## src/rtl/dcache_pkg.sv

```systemverilog
// Shared types, address-field widths and the halfword helper for the MEM-stage data cache.
// The optional DCACHE_PERF_CNT_EN build adds hit/miss counters to m_stage_dcache.
package dcache_pkg;
  localparam int DATA_W  = 32;
  localparam int PC_W    = 18;
  localparam int INDEX_W = 4;
  localparam int OFF_W   = 2;
  localparam int WORD_W  = 2;
  localparam int TAG_W   = PC_W - INDEX_W - WORD_W - OFF_W;

  typedef enum logic [1:0] {IDLE, REFILL, WRITE, RESP} state_t;

  // Picks the upper (upper=1) or lower halfword and sign-extends it to a full word.
  function automatic logic [DATA_W-1:0] half_sext(input logic [DATA_W-1:0] w, input logic upper);
    logic [DATA_W/2-1:0] h;
    h = upper ? w[DATA_W-1:DATA_W/2] : w[DATA_W/2-1:0];
    return {{(DATA_W/2){h[DATA_W/2-1]}}, h};
  endfunction
endpackage

```

## src/rtl/m_stage_dcache_if.sv

```systemverilog
// Word-memory port between the data cache (master) and the backing memory (slave).
interface m_stage_dcache_if #(parameter int AW = 18, parameter int DW = 32);
  // Handshake: the master raises mem_req with mem_we/mem_addr/mem_wdata and holds them stable;
  // the slave retires exactly one beat per one-cycle mem_ready pulse (read data valid with it).
  logic          mem_req;
  logic          mem_we;
  logic [AW-1:0] mem_addr;
  logic [DW-1:0] mem_wdata;
  logic [DW-1:0] mem_rdata;
  logic          mem_ready;

  modport master (output mem_req, mem_we, mem_addr, mem_wdata, input mem_rdata, mem_ready);
  modport slave  (input mem_req, mem_we, mem_addr, mem_wdata, output mem_rdata, mem_ready);
endinterface

```

## src/rtl/dcache_array.sv

```systemverilog
// Tag, valid and 4-word line storage: asynchronous read, synchronous write, async valid clear.
module dcache_array #(
  parameter int INDEX_BITS = 4,
  parameter int TAG_BITS   = 10,
  parameter int DW         = 32
) (
  input  logic                  clk,
  input  logic                  rst,
  input  logic [INDEX_BITS-1:0] rd_index_i,
  input  logic [1:0]            rd_word_i,
  output logic                  rd_valid_o,
  output logic [TAG_BITS-1:0]   rd_tag_o,
  output logic [DW-1:0]         rd_data_o,
  input  logic                  data_we_i,
  input  logic [INDEX_BITS-1:0] wr_index_i,
  input  logic [1:0]            wr_word_i,
  input  logic [DW-1:0]         wr_data_i,
  input  logic                  tag_we_i,
  input  logic [TAG_BITS-1:0]   wr_tag_i
);
  localparam int LINES = 1 << INDEX_BITS;

  logic [LINES-1:0]    valid_q;
  logic [TAG_BITS-1:0] tag_q  [LINES];
  logic [DW-1:0]       data_q [LINES][4];

  always_ff @(posedge clk or posedge rst) begin
    if (rst) valid_q <= '0;
    else if (tag_we_i) valid_q[wr_index_i] <= 1'b1;
  end

  always_ff @(posedge clk) begin
    if (tag_we_i)  tag_q[wr_index_i] <= wr_tag_i;
    if (data_we_i) data_q[wr_index_i][wr_word_i] <= wr_data_i;
  end

  assign rd_valid_o = valid_q[rd_index_i];
  assign rd_tag_o   = tag_q[rd_index_i];
  assign rd_data_o  = data_q[rd_index_i][rd_word_i];
endmodule

```

## src/rtl/m_stage_dcache.sv

```systemverilog
// Direct-mapped, write-through, no-write-allocate MEM-stage data cache with 4-beat line refill.
// Define DCACHE_PERF_CNT_EN to add the hit_cnt/miss_cnt outputs.
module m_stage_dcache
  import dcache_pkg::*;
#(
  parameter int data_size  = DATA_W,
  parameter int pc_size    = PC_W,
  parameter int INDEX_BITS = INDEX_W
) (
  input  logic                 clk,
  input  logic                 rst,
  input  logic                 M_Read_enable,
  input  logic                 M_MemWrite,
  input  logic                 M_LH,
  input  logic                 M_SH,
  input  logic [pc_size-1:0]   M_ALU_result,
  input  logic [data_size-1:0] M_Rt_data,
  output logic [data_size-1:0] M_rdata,
  output logic                 dcache_stall,
  m_stage_dcache_if.master     mem,
  output state_t               dbg_state_o
`ifdef DCACHE_PERF_CNT_EN
  ,
  output logic [31:0]          hit_cnt,
  output logic [31:0]          miss_cnt
`endif
);
  localparam int TB = pc_size - INDEX_BITS - OFF_W - WORD_W;
  localparam int HW = data_size / 2;

  state_t                 state_q;
  logic [1:0]             cnt_q;
  logic                   req_q, we_q;
  logic [pc_size-1:0]     addr_q;
  logic [data_size-1:0]   wdata_q;

  logic [TB-1:0]          a_tag;
  logic [INDEX_BITS-1:0]  a_index;
  logic [1:0]             a_word;
  logic                   a_half;
  logic                   unused_a0;

  logic                   rd_valid;
  logic [TB-1:0]          rd_tag;
  logic [data_size-1:0]   rd_data;
  logic                   hit, is_load, lookup;
  logic [data_size-1:0]   merged;
  logic                   data_we, tag_we;
  logic [1:0]             wr_word;
  logic [data_size-1:0]   wr_data;

  assign a_tag     = M_ALU_result[pc_size-1:INDEX_BITS+4];
  assign a_index   = M_ALU_result[INDEX_BITS+3:4];
  assign a_word    = M_ALU_result[3:2];
  assign a_half    = M_ALU_result[1];
  assign unused_a0 = M_ALU_result[0];

  dcache_array #(.INDEX_BITS(INDEX_BITS), .TAG_BITS(TB), .DW(data_size)) u_array (
    .clk        (clk),
    .rst        (rst),
    .rd_index_i (a_index),
    .rd_word_i  (a_word),
    .rd_valid_o (rd_valid),
    .rd_tag_o   (rd_tag),
    .rd_data_o  (rd_data),
    .data_we_i  (data_we),
    .wr_index_i (a_index),
    .wr_word_i  (wr_word),
    .wr_data_i  (wr_data),
    .tag_we_i   (tag_we),
    .wr_tag_i   (a_tag)
  );

  assign hit     = rd_valid && (rd_tag == a_tag);
  assign is_load = M_Read_enable && !M_MemWrite;

  // Halfword stores only merge against a cached word; on a miss the half is mirrored.
  always_comb begin
    merged = M_Rt_data;
    if (M_SH) begin
      if (hit) merged = a_half ? {M_Rt_data[HW-1:0], rd_data[HW-1:0]}
                               : {rd_data[data_size-1:HW], M_Rt_data[HW-1:0]};
      else     merged = {2{M_Rt_data[HW-1:0]}};
    end
  end

  // Upstream holds the address stable, so the lookup index also addresses every write.
  assign data_we = mem.mem_ready && ((state_q == REFILL) || ((state_q == WRITE) && hit));
  assign tag_we  = mem.mem_ready && (state_q == REFILL) && (cnt_q == 2'd3);
  assign wr_word = (state_q == REFILL) ? cnt_q : a_word;
  assign wr_data = (state_q == REFILL) ? mem.mem_rdata : merged;

  assign lookup       = ((state_q == IDLE) || (state_q == RESP)) && is_load && hit;
  assign M_rdata      = (!rst && lookup) ? (M_LH ? half_sext(rd_data, a_half) : rd_data) : '0;
  assign dcache_stall = !rst && (((state_q == IDLE) && (M_MemWrite || (is_load && !hit))) ||
                                 (state_q == REFILL) || (state_q == WRITE));

  assign mem.mem_req   = req_q;
  assign mem.mem_we    = we_q;
  assign mem.mem_addr  = addr_q;
  assign mem.mem_wdata = wdata_q;
  assign dbg_state_o   = state_q;

  always_ff @(posedge clk or posedge rst) begin
    if (rst) begin
      state_q  <= IDLE;
      cnt_q    <= '0;
      req_q    <= 1'b0;
      we_q     <= 1'b0;
      addr_q   <= '0;
      wdata_q  <= '0;
`ifdef DCACHE_PERF_CNT_EN
      hit_cnt  <= '0;
      miss_cnt <= '0;
`endif
    end else begin
      case (state_q)
        IDLE: begin
          if (M_MemWrite) begin
            state_q <= WRITE;
            req_q   <= 1'b1;
            we_q    <= 1'b1;
            addr_q  <= {M_ALU_result[pc_size-1:2], 2'b00};
            wdata_q <= merged;
          end else if (M_Read_enable && !hit) begin
            state_q <= REFILL;
            req_q   <= 1'b1;
            we_q    <= 1'b0;
            cnt_q   <= '0;
            addr_q  <= {M_ALU_result[pc_size-1:4], 4'b0000};
`ifdef DCACHE_PERF_CNT_EN
            miss_cnt <= miss_cnt + 32'd1;
`endif
          end else if (M_Read_enable) begin
`ifdef DCACHE_PERF_CNT_EN
            hit_cnt <= hit_cnt + 32'd1;
`endif
          end
        end
        REFILL: begin
          if (mem.mem_ready) begin
            cnt_q <= cnt_q + 2'd1;
            if (cnt_q == 2'd3) begin
              state_q <= RESP;
              req_q   <= 1'b0;
              addr_q  <= '0;
            end else begin
              addr_q <= {M_ALU_result[pc_size-1:4], cnt_q + 2'd1, 2'b00};
            end
          end
        end
        WRITE: begin
          if (mem.mem_ready) begin
            state_q <= IDLE;
            req_q   <= 1'b0;
            we_q    <= 1'b0;
            addr_q  <= '0;
            wdata_q <= '0;
          end
        end
        default: state_q <= IDLE;
      endcase
    end
  end
endmodule

```

## src/flat_wrapper.sv

```systemverilog
// flat-port wrapper written by rule: the top's interface ports become plain ports
module m_stage_dcache_flat import dcache_pkg::*;
#(
  parameter int data_size  = DATA_W,
  parameter int pc_size    = PC_W,
  parameter int INDEX_BITS = INDEX_W
)
  (clk, rst, M_Read_enable, M_MemWrite, M_LH, M_SH, M_ALU_result, M_Rt_data, M_rdata, dcache_stall, dbg_state_o, mem_mem_req, mem_mem_we, mem_mem_addr, mem_mem_wdata, mem_mem_rdata, mem_mem_ready);
  m_stage_dcache_if #(.AW(18), .DW(32)) mem_i ();
  input  logic clk;
  input  logic rst;
  input  logic M_Read_enable;
  input  logic M_MemWrite;
  input  logic M_LH;
  input  logic M_SH;
  input  logic [pc_size-1:0] M_ALU_result;
  input  logic [data_size-1:0] M_Rt_data;
  output logic [data_size-1:0] M_rdata;
  output logic dcache_stall;
  output state_t dbg_state_o;
  output wire logic [$bits(mem_i.mem_req)-1:0] mem_mem_req;
  output wire logic [$bits(mem_i.mem_we)-1:0] mem_mem_we;
  output wire logic [$bits(mem_i.mem_addr)-1:0] mem_mem_addr;
  output wire logic [$bits(mem_i.mem_wdata)-1:0] mem_mem_wdata;
  input wire logic [$bits(mem_i.mem_rdata)-1:0] mem_mem_rdata;
  input wire logic [$bits(mem_i.mem_ready)-1:0] mem_mem_ready;
  assign mem_mem_req = mem_i.mem_req;
  assign mem_mem_we = mem_i.mem_we;
  assign mem_mem_addr = mem_i.mem_addr;
  assign mem_mem_wdata = mem_i.mem_wdata;
  assign mem_i.mem_rdata = mem_mem_rdata;
  assign mem_i.mem_ready = mem_mem_ready;
  m_stage_dcache #(.data_size(data_size), .pc_size(pc_size), .INDEX_BITS(INDEX_BITS)) u_core (.clk(clk), .rst(rst), .M_Read_enable(M_Read_enable), .M_MemWrite(M_MemWrite), .M_LH(M_LH), .M_SH(M_SH), .M_ALU_result(M_ALU_result), .M_Rt_data(M_Rt_data), .M_rdata(M_rdata), .dcache_stall(dcache_stall), .mem(mem_i), .dbg_state_o(dbg_state_o));
endmodule
```

## config.mk

```make
export PLATFORM = sky130hd
export DESIGN_NAME = m_stage_dcache_flat
export DESIGN_NICKNAME = d
export VERILOG_FILES = /design/src/rtl/dcache_pkg.sv /design/src/rtl/m_stage_dcache_if.sv /design/src/rtl/dcache_array.sv /design/src/rtl/m_stage_dcache.sv /design/src/flat_wrapper.sv
export SDC_FILE = /design/constraint.sdc
export NUM_CORES = 2
export LEC_CHECK = 0
export ABC_AREA = 1
export BUFFER_PORTS_ARGS = -buffer_cell sky130_fd_sc_hd__buf_2
export CAP_MARGIN = 20
export CORE_MARGIN = 1.5
export CORE_UTILIZATION = 40
export DETAILED_ROUTE_END_ITERATION = 6
export PLACE_DENSITY = 0.66
export SETUP_SLACK_MARGIN = 0.05
export SYNTH_ARGS = -nofsm -noshare
export SYNTH_HDL_FRONTEND = slang
export SYNTH_HIERARCHICAL = 1
export SYNTH_SLANG_ARGS = --single-unit
```

## constraint.sdc

```tcl
create_clock -name clk -period 4.4 [get_ports clk]
set_clock_uncertainty 0.15 [all_clocks]
set_input_delay 0.44 -clock clk [delete_from_list [all_inputs] [get_ports clk]]
set_output_delay 0.44 -clock clk [all_outputs]
set_load 0.02 [all_outputs]
```

==> flow_summary.yaml <==
die:
  rows: 177
  dieHeight_um: 487
  start_util_pct: 40.2
  fp.dieW_um: 487
  num_io_pins: 176
  coreArea_mm2: 0.233
  dieArea_mm2: 0.237
critical_path:
  crit_start: "u_core/u_array/valid_q[5]"
  reg2reg_from: "u_core/u_array/valid_q[5]"
  critPathArrivalTime_ns: 3.75
  end_kind: "output port"
  start_kind: "register"
  ff2ff_path_depth: 19
  critPathKind: "register to output port"
  worst_ep_required_time_ns: 3.81
  reg2reg_to: "u_core/u_array/data_q[9][5]"
  ff2ff_setup_slack_ns: 0.54
  cp_max_fo: 8
yosys:
  syn-cell-area_mm2: 0.0936
  synth.area.top_cells: "edfxtp_1 71%, nand2_1 11%, nand3_1 11%"
  synth_seq_area_share_pct: 72.7
  yosys_warnings: 6
  synth_most_common_cell: "nand2_1"
  syn_inst: 8028
  synth_area_per_cell_um2: 11.7
  synth_common_cells: "2643 x nand2_1, 2208 x edfxtp_1, 1969 x nand3_1"
  synth.distinct_cells: 38
  synth_edf_count: 2208
  synthArstFlopShare_pct: 3.07
  synthFlopType: "edfxtp_1"
  synth_top_area_share_pct: 70.9
  synth_top_area_cell: "edfxtp_1"
  yosys_register_bits: 2278
clock_tree:
  clockRootBuffer: "clkbuf_16"
  h-tree-depth: 4
  clk-insertion-delay-late_ns: 0.89
  cts_tree: "yes"
  clockBufferDepth: 3
  cts.reportedPaths.clkPinSlew_ns: 0.07
  cts_buffers: 217
  clock-sinks: 2278
place:
  place_congestion: 0.964
  dp.cells: 11198
  dp_hpwl_um: 171000
  place_area_mm2: 0.102
  portBuffers: 172
layout:
  seqCellArea_mm2: 0.0681
  multi_input_area_mm2: 0.0230
  area_growth_pct: 17.4
  fillers: 20151
  fin_cells: 11667
  final_cell_area_mm2: 0.110
  nNetsFinal: 8532
  drive_gt1_share_pct: 12.7
timing:
  hold_viol: 0
  tightestPinTransition_ns: 0.964
  setup_violations: 0
  min_period_ns: 4.34
  relSlewSlack_pct: 35.6
  rsz0062_at_grt: "yes"
  fmax_ghz: 0.230
  min_period_over_period_pct: 98.6
  drv_slew: 0
route:
  antenna_left: 0
  avgViaCountPerCell: 5.70
  routed_wl_um: 290000
  first_iter_violations: 9840
  firstDrtPassIters: 7
  wl_per_cell_um: 24.9
  num_vias: 66478
  drc: 0
power_and_ir_drop:
  p_leak_nw: 40.0
  power.density_mw_per_mm2: 478
  ir_worst_vdd_uv: 444
global_route:
  grt_max_degree: 136
  first_global_vias: 61886
  grt_usage_pct: 24.0
  antenna_found_initial: 10
  globalRouteOverflowTotal: 0
  grt_pass1_wl_um: 418000
min_path:
  hold_end: "u_core/u_array/data_q[12][42]"
  hold_depth: 4
  min_from: "mem_mem_rdata[10]"
  min_path_type: "input pin to register"
flow_run:
  drv_cap: 0
run_status:
  status: "complete, no violations"
[per-layer routing]
metal	GRT usage [%]	routed length, µm
met4	10.9	14100
met5	0	31
met2	37.6	132000
met1	32.3	109000
met3	4.74	35000
[registers in the layout, summed over array words and instances, names as in the netlist]
signal and flops:
u_core/mem.mem_wdata 32, u_core/dbg_state_o 2, u_core/cnt_q 2, u_core/mem.mem_we 1, u_core/u_array/tag_q 160, u_core/u_array/valid_q 16, u_core/u_array/data_q 2048, u_core/mem.mem_addr 16
u_core/mem.mem_req 1
[repair_timing]
| action | 4_1_cts | 5_1_grt |
|---|---|---|
| gates resized for setup | 8 | 36 |
| hold buffers | 61 | 0 |
| hold endpoints to repair | 336 | 0 |
| setup buffers | 0 | 3 |
| endpoints found under the setup margin | 7 | 7 |
| pin swaps | 0 | 10 |
[worst max-delay path by stage]
stage	slack, ns	depth (start not counted)	endpoint
6_report	0.06	15	M_rdata[9]
4_1_cts	0.03	17	M_rdata[0]
2_1_floorplan	-0.46	20	u_core/u_array/data_q[5][32]
3_5_place_dp	0.05	17	M_rdata[12]
3_3_place_gp	0.03	20	M_rdata[12]
5_1_grt	0.01	16	M_rdata[9]
[layout make-up]
class	instances	share of cell area [%]
Tap cell	3043	3.47
Clock inverter	131	0.938
Clock buffer	270	5.14
Timing Repair Buffer	718	7.21
Sequential cell	2278	61.9
Inverter	103	0.393
Multi-Input combinational cell	5120	20.9
Antenna cell	4	0.00911
[where the power goes]
group          internal [mW]  leakage, nW  switching, mW
logic                   2.15         15.9           6.22
registers               26.2         20.8          0.180
clock network           9.60         3.25           8.10
total                   38.0         40.0           14.5
[metrics by stage]
step	hold WS, ns	TNS (ns)	worst slack, ns	power [mW]	util, %
after CTS	0.00344	0	0.0343	52.4	47.2
after floorplan	0.204	-778.99	-0.462	30.6	-
after global placement	0.294	0	0.0291	34.8	44.0
final	0.0737	0	0.0595	52.5	47.2
after detailed placement	0.299	0	0.0545	34.9	44.0
after global routing	0.0591	0	0.0110	53.9	47.2
[critical path: stages (launching register included)]
cell and delay (ns):
dfrtp_1 0.32, inv_1 0.05, a21oi_1 0.12, o21ai_0 0.10, o21ai_0 0.08, o21ai_0 0.11
o22ai_1 0.50, nand4_1 0.19, a21oi_2 0.17, nor3b_4 0.36, nand2_2 0.11, buf_12 0.17
buf_12 0.15, a21oi_4 0.16, buf_6 0.13, buf_6 0.12
[layout by cell type, fill, tap and decap left out, types with 10 or more instances in the layout]
master / instances
a21oi_1: 16
buf_12: 219
buf_2: 162
buf_4: 267
clkbuf_1: 52
clkbuf_16: 218
clkinv_1: 60
clkinv_2: 40
dfrtp_1: 70
dlygate4sd3_1: 61
edfxtp_1: 2208
inv_1: 93
nand2_1: 2609
nand2_2: 34
nand3_1: 1965
nand4_1: 18
nor2_1: 180
nor2_4: 66
o211ai_1: 10
o21ai_0: 120
o21ai_1: 11
o221ai_1: 12
o22ai_1: 28
or2_2: 15
[cell families (layout without fill, tap and decap cells)]
group / Yosys count / count (layout) / synth area share, %
compound gates: 214 / 214 / 1.27
fa+ha+maj: 5 / 5 / 0.0669
buf+inv: 631 / 1222 / 3.48
flops: 2278 / 2278 / 72.7
other cells: 1 / 6 / 0.00401
simple gates: 4899 / 4899 / 22.4
Note: power is estimated with default switching activity, not from simulation.
